===== src/rtl/input_debouncer_if.sv =====
// Pad-side and clean-side signals of the switch/button conditioner.
// The btn_release member exists only when BTN_RELEASE_EN is defined.
interface input_debouncer_if #(
  parameter int N_SW = 4
);
  logic [N_SW-1:0] swt_raw;
  logic            btn_raw;
  logic [N_SW-1:0] swt_clean;
  logic            btn_clean;
  logic            btn_press;
  logic            swt_change;
`ifdef BTN_RELEASE_EN
  logic            btn_release;
`endif

  modport master (
    output swt_raw, btn_raw,
    input
`ifdef BTN_RELEASE_EN
          btn_release,
`endif
          swt_clean, btn_clean, btn_press, swt_change
  );

  modport slave (
    input  swt_raw, btn_raw,
    output
`ifdef BTN_RELEASE_EN
           btn_release,
`endif
           swt_clean, btn_clean, btn_press, swt_change
  );
endinterface


===== src/rtl/input_debouncer.sv =====
// Synchronizes and debounces N_SW switches plus one button; registered event pulses.
// Optional macro BTN_RELEASE_EN adds the btn_release pulse on btn_clean 1->0.
module input_debouncer_ch #(
  parameter int DEBOUNCE_CYCLES = 1000000,
  parameter int CNT_W           = $clog2(DEBOUNCE_CYCLES + 1)
) (
  input  logic clk,
  input  logic rst_n,
  input  logic raw_i,
  output logic clean_o,
  output logic clean_d_o
);
  localparam logic [0:0] ST_STABLE = 1'b0;
  localparam logic [0:0] ST_CHECK  = 1'b1;
  localparam logic [CNT_W-1:0] CNT_LAST = CNT_W'(DEBOUNCE_CYCLES - 1);

  logic             sync1_q, sync2_q;
  logic [0:0]       state_q, state_d;
  logic [CNT_W-1:0] cnt_q, cnt_d;
  logic             clean_q, clean_d;

  always_comb begin
    state_d = state_q;
    cnt_d   = cnt_q;
    clean_d = clean_q;
    case (state_q)
      ST_STABLE: begin
        cnt_d = '0;
        if (sync2_q != clean_q) begin
          state_d = ST_CHECK;
          cnt_d   = CNT_W'(1);
        end
      end
      ST_CHECK: begin
        // A bounce back to the accepted level throws away the partial count.
        if (sync2_q == clean_q) begin
          state_d = ST_STABLE;
          cnt_d   = '0;
        end else if (cnt_q == CNT_LAST) begin
          state_d = ST_STABLE;
          cnt_d   = '0;
          clean_d = sync2_q;
        end else begin
          cnt_d = cnt_q + CNT_W'(1);
        end
      end
      default: begin
        state_d = ST_STABLE;
        cnt_d   = '0;
      end
    endcase
  end

  always_ff @(posedge clk or negedge rst_n) begin
    if (!rst_n) begin
      sync1_q <= 1'b0;
      sync2_q <= 1'b0;
      state_q <= ST_STABLE;
      cnt_q   <= '0;
      clean_q <= 1'b0;
    end else begin
      sync1_q <= raw_i;
      sync2_q <= sync1_q;
      state_q <= state_d;
      cnt_q   <= cnt_d;
      clean_q <= clean_d;
    end
  end

  assign clean_o   = clean_q;
  assign clean_d_o = clean_d;
endmodule

module input_debouncer #(
  parameter  int N_SW            = 4,
  parameter  int DEBOUNCE_CYCLES = 1000000,
  localparam int CNT_W           = $clog2(DEBOUNCE_CYCLES + 1)
) (
  input  logic clk,
  input  logic rst_n,
  input_debouncer_if.slave bus
);
  // Channel N_SW is the button; channels below it are the switches.
  logic [N_SW:0] raw, clean, clean_nxt;
  logic          press_q, change_q;

  assign raw = {bus.btn_raw, bus.swt_raw};

  input_debouncer_ch #(
    .DEBOUNCE_CYCLES(DEBOUNCE_CYCLES),
    .CNT_W          (CNT_W)
  ) u_ch [N_SW:0] (
    .clk      (clk),
    .rst_n    (rst_n),
    .raw_i    (raw),
    .clean_o  (clean),
    .clean_d_o(clean_nxt)
  );

  // Pulses are built from next-state levels so they line up with the clean edge.
  always_ff @(posedge clk or negedge rst_n) begin
    if (!rst_n) begin
      press_q  <= 1'b0;
      change_q <= 1'b0;
    end else begin
      press_q  <= clean_nxt[N_SW] & ~clean[N_SW];
      change_q <= |(clean_nxt[N_SW-1:0] ^ clean[N_SW-1:0]);
    end
  end

`ifdef BTN_RELEASE_EN
  logic release_q;
  always_ff @(posedge clk or negedge rst_n) begin
    if (!rst_n) release_q <= 1'b0;
    else        release_q <= ~clean_nxt[N_SW] & clean[N_SW];
  end
  assign bus.btn_release = release_q;
`endif

  assign bus.swt_clean  = clean[N_SW-1:0];
  assign bus.btn_clean  = clean[N_SW];
  assign bus.btn_press  = press_q;
  assign bus.swt_change = change_q;
endmodule

===== src/flat_wrapper.sv =====
// flat-port wrapper written by rule: the top's interface ports become plain ports
module input_debouncer_flat 
#(
  parameter  int N_SW            = 4,
  parameter  int DEBOUNCE_CYCLES = 1000000,
  localparam int CNT_W           = $clog2(DEBOUNCE_CYCLES + 1)
)
  (clk, rst_n, bus_swt_raw, bus_btn_raw, bus_swt_clean, bus_btn_clean, bus_btn_press, bus_swt_change);
  input_debouncer_if #(.N_SW(N_SW)) bus_i ();
  input  logic clk;
  input  logic rst_n;
  input wire logic [$bits(bus_i.swt_raw)-1:0] bus_swt_raw;
  input wire logic [$bits(bus_i.btn_raw)-1:0] bus_btn_raw;
  output wire logic [$bits(bus_i.swt_clean)-1:0] bus_swt_clean;
  output wire logic [$bits(bus_i.btn_clean)-1:0] bus_btn_clean;
  output wire logic [$bits(bus_i.btn_press)-1:0] bus_btn_press;
  output wire logic [$bits(bus_i.swt_change)-1:0] bus_swt_change;
  assign bus_i.swt_raw = bus_swt_raw;
  assign bus_i.btn_raw = bus_btn_raw;
  assign bus_swt_clean = bus_i.swt_clean;
  assign bus_btn_clean = bus_i.btn_clean;
  assign bus_btn_press = bus_i.btn_press;
  assign bus_swt_change = bus_i.swt_change;
  input_debouncer #(.N_SW(N_SW), .DEBOUNCE_CYCLES(DEBOUNCE_CYCLES)) u_core (.clk(clk), .rst_n(rst_n), .bus(bus_i));
endmodule

===== config.mk =====
export PLATFORM = sky130hd
export DESIGN_NAME = input_debouncer_flat
export DESIGN_NICKNAME = d
export VERILOG_FILES = /design/src/rtl/input_debouncer_if.sv /design/src/rtl/input_debouncer.sv /design/src/flat_wrapper.sv
export SDC_FILE = /design/constraint.sdc
export NUM_CORES = 1
export LEC_CHECK = 0
export BUFFER_PORTS_ARGS = -buffer_cell sky130_fd_sc_hd__buf_2
export CORE_UTILIZATION = 25
export DETAILED_ROUTE_END_ITERATION = 8
export PLACE_DENSITY = 0.36
export SKIP_LAST_GASP = 1
export SLEW_MARGIN = 20
export SYNTH_ARGS = -nofsm -noshare
export SYNTH_HDL_FRONTEND = slang
export SYNTH_HIERARCHICAL = 1
export SYNTH_SLANG_ARGS = --single-unit

===== constraint.sdc =====
create_clock -name clk -period 3.3 [get_ports clk]
set_clock_uncertainty 0.15 [all_clocks]
set_input_delay 0.66 -clock clk [delete_from_list [all_inputs] [get_ports clk]]
set_output_delay 0.66 -clock clk [all_outputs]
set_load 0.03 [all_outputs]

==> qor.txt <==
Outcome: completed
Core area: 23,500 um^2
Drt wl/cell: 13.1 um
Register share of total power: 42.6%
Hold WC Path Type: input pin to asynchronous set/reset pin
Global-route wire length before repair: 21,400 um
Syn Inst Count: 592
Count of port buffers added during placement: 13
Vias in the first global route: 4,208
CTS Buf Count: 17
Post-cts repair resize count: 0
Post-route ant nets: 0
Initial Utilization: 25.5%
Worst Max-Slew Pin Slew: 0.830 ns
ANT cells: 0
Synthesized area: 6010 um^2
Die Width: 157 um
Die span in y: 157 um
Post-Route WL: 12,300 um
Worst setup EP type: flip-flop
Nets: 623
Period utilisation layout: 78.7%
Synthesized area per cell: 10.2 um^2
Drt first pass iters: 4
Synth cell types: 37
Fmax: 0.385 GHz
Io pins: 14
Synth cell count leaders: dfrtp_1 (122), nor2_1 (82), xnor2_1 (44)
DRC: 0
Setup TNS: 0 ns
RSZ-0062 raised after global routing: false
Switching Share: 20.1%
Crit-path max FO: 4
Final Max Tran Viols: 0
CTS tree: yes
FFs w/ async S/R, synth: 100%
PwrDens: 512 nW/um^2
Clock group share of total power: 55.0%
Area post-placement: 6400 um^2
Seq/Total Area, Yosys: 50.8%
Worst Path Required: 3.43 ns
Mapped Nets: 604
Fin crit period: 2.60 ns
CTS max path bufs: 2
Total GRT Usage: 11.2%
Clock slew at reported path FFs: 0.05 ns
Top-count cell post-synth: dfrtp_1
H-tree levels: 4
Grt total ovfl: 0
CP Class: flip-flop to flip-flop
Hpwl dp: 8330 um
Maximum vdd drop: 0.000297 V
Initial DRC count: 255
Worst EP arrival: 2.73 ns
Synth area leaders: dfrtp_1 (51%), xnor2_1 (6.4%), nor2_1 (5.1%)
Antenna violations before repair: 0
EDFF count, synth: 0
Reg2reg setup slack: 0.70 ns
Worst Setup Start Kind: flip-flop
Top cell type's share of synthesized area: 50.8%
Logic pwr share: 2.4%
Area grow syn2layout: 16.8%
Yosys top cell by area: dfrtp_1
Cts hold-fix bufs: 0
Relative slew slack: 44.7%
Synth warn: 6
Switching power: 0.000723 W
Hold Violations, Final: 0
Vias per cell: 4.56
Ys flop type: dfrtp_1
Placer congestion estimate: 0.744
Vias: 4,291
Post-CTS Setup Repair Bufs: 0
Yosys reg bits: 122
Die ar.: 24,700 um^2
Final Instance Area: 7020 um^2
Largest net degree at the start of global routing: 50
Skew-Pair Late Insertion Delay: 0.42 ns
Row cnt: 56
# Max-Cap Violations: 0
Layout cells sized above 1: 10.9%
Clk root buf: clkbuf_16
Internal: 0.00287 W
Final setup fails: 0
Static leakage: 2.61 nW
CTS Sinks: 122
[power by group through the flow]
stage	Sequential, W	Clock, W	Combinational [W]
detailed placement	0.00155	0	0.0000933
CTS	0.00153	0.00205	0.0000934
finish	0.00153	0.00198	0.0000879
global placement	0.00155	0	0.0000931
floorplan	0.00155	0	0.0000444
global route	0.00153	0.00211	0.000105
[cell type report]
class	count	area, um^2
Clock inverter	8	140
Timing Repair Buffer	15	95.1
Fill cell	2470	16500
Sequential cell	122	3050
Inverter	29	109
Clock buffer	23	488
Tap cell	319	399
Multi-Input combinational cell	426	2740
[placed cells by master, fill, tap and decap left out, types with 5 or more instances in the layout]
cell | synthesis | final
mux2_1 | 5 | 5
and4_1 | 9 | 9
nor3_2 | 5 | 5
xor2_1 | 25 | 25
xnor2_1 | 44 | 44
a21oi_1 | 30 | 30
nand4_1 | 23 | 23
nor3_1 | 11 | 11
or3_1 | 15 | 15
ha_1 | 5 | 5
o31ai_1 | 11 | 11
dfrtp_1 | 122 | 122
clkbuf_16 | 0 | 17
nand2_1 | 38 | 38
nand3_1 | 29 | 29
nor4_1 | 15 | 15
a211oi_1 | 5 | 5
o21ai_0 | 13 | 13
nor4b_1 | 5 | 5
nor2_1 | 82 | 82
or4_1 | 28 | 28
buf_2 | 6 | 12
inv_1 | 29 | 29
[logic make-up (layout without fill, tap and decap cells)]
| family | count (synthesis) | after routing | share of synthesized area (%) |
|---|---|---|---|
| AO/OA/AOI/OAI | 66 | 66 | 7.09 |
| XOR/XNOR | 69 | 69 | 10.0 |
| adder cells (fa/ha/maj) | 5 | 5 | 1.04 |
| buffers and inverters | 44 | 75 | 3.68 |
| flip-flops | 122 | 122 | 50.8 |
| multiplexers | 5 | 5 | 0.936 |
| AND/OR/NAND/NOR | 281 | 281 | 26.4 |
[sequential cells by signal, summed over array words and instances (netlist names)]
name,count
u_core/bus.swt_change,1
u_core/u_ch/clean_o,5
u_core/u_ch/cnt_q,100
u_core/bus.btn_press,1
u_core/u_ch/state_q,5
u_core/u_ch/sync1_q,5
u_core/u_ch/sync2_q,5
[final timing paths]
kind / depth (start not counted) / from / to
setup / recovery: 7 / u_core/u_ch[0]/cnt_q[0]$_DFF_PN0_ / u_core/bus.swt_change$_DFF_PN0_
hold / removal: 1 / rst_n / u_core/u_ch[1]/cnt_q[9]$_DFF_PN0_
setup reg to reg: 7 / u_core/u_ch[0]/cnt_q[0]$_DFF_PN0_ / u_core/bus.swt_change$_DFF_PN0_
hold reg to reg: 0 / u_core/u_ch[2]/sync1_q$_DFF_PN0_ / u_core/u_ch[2]/sync2_q$_DFF_PN0_
max in group asynchronous: 2 / rst_n / u_core/u_ch[0]/clean_o$_DFF_PN0_
min in group clk: 0 / u_core/u_ch[2]/sync1_q$_DFF_PN0_ / u_core/u_ch[2]/sync2_q$_DFF_PN0_
[per-layer routing]
layer | vias to the layer above | track usage (%) | wire length, um
met5 | - | 0 | 0
met4 | 0 | 5.27 | 252
met3 | 18 | 2.62 | 343
met2 | 49 | 16.2 | 5380
met1 | 2073 | 15.6 | 6360
li1 | 2151 | - | -
[stage by stage]
stage	utilization [%]	hold slack, ns	worst slack [ns]	total power [W]	instances
2_1_floorplan	-	0.181	0.924	0.00160	592
3_3_place_gp	27.2	0.192	0.735	0.00165	911
3_5_place_dp	27.2	0.186	0.702	0.00165	911
4_1_cts	29.8	0.143	0.687	0.00367	942
5_1_grt	29.8	0.184	0.493	0.00374	942
6_report	29.8	0.133	0.703	0.00359	942
[worst max-delay path, stage by stage, from the launching register on]
cell,delay [ns]
dfrtp_1,0.38
ha_1,0.24
nand4_1,0.19
or4_1,0.63
nor3_2,0.21
mux2_1,0.39
xnor2_1,0.17
nand4_1,0.09
(Power assumes the default switching activity.)
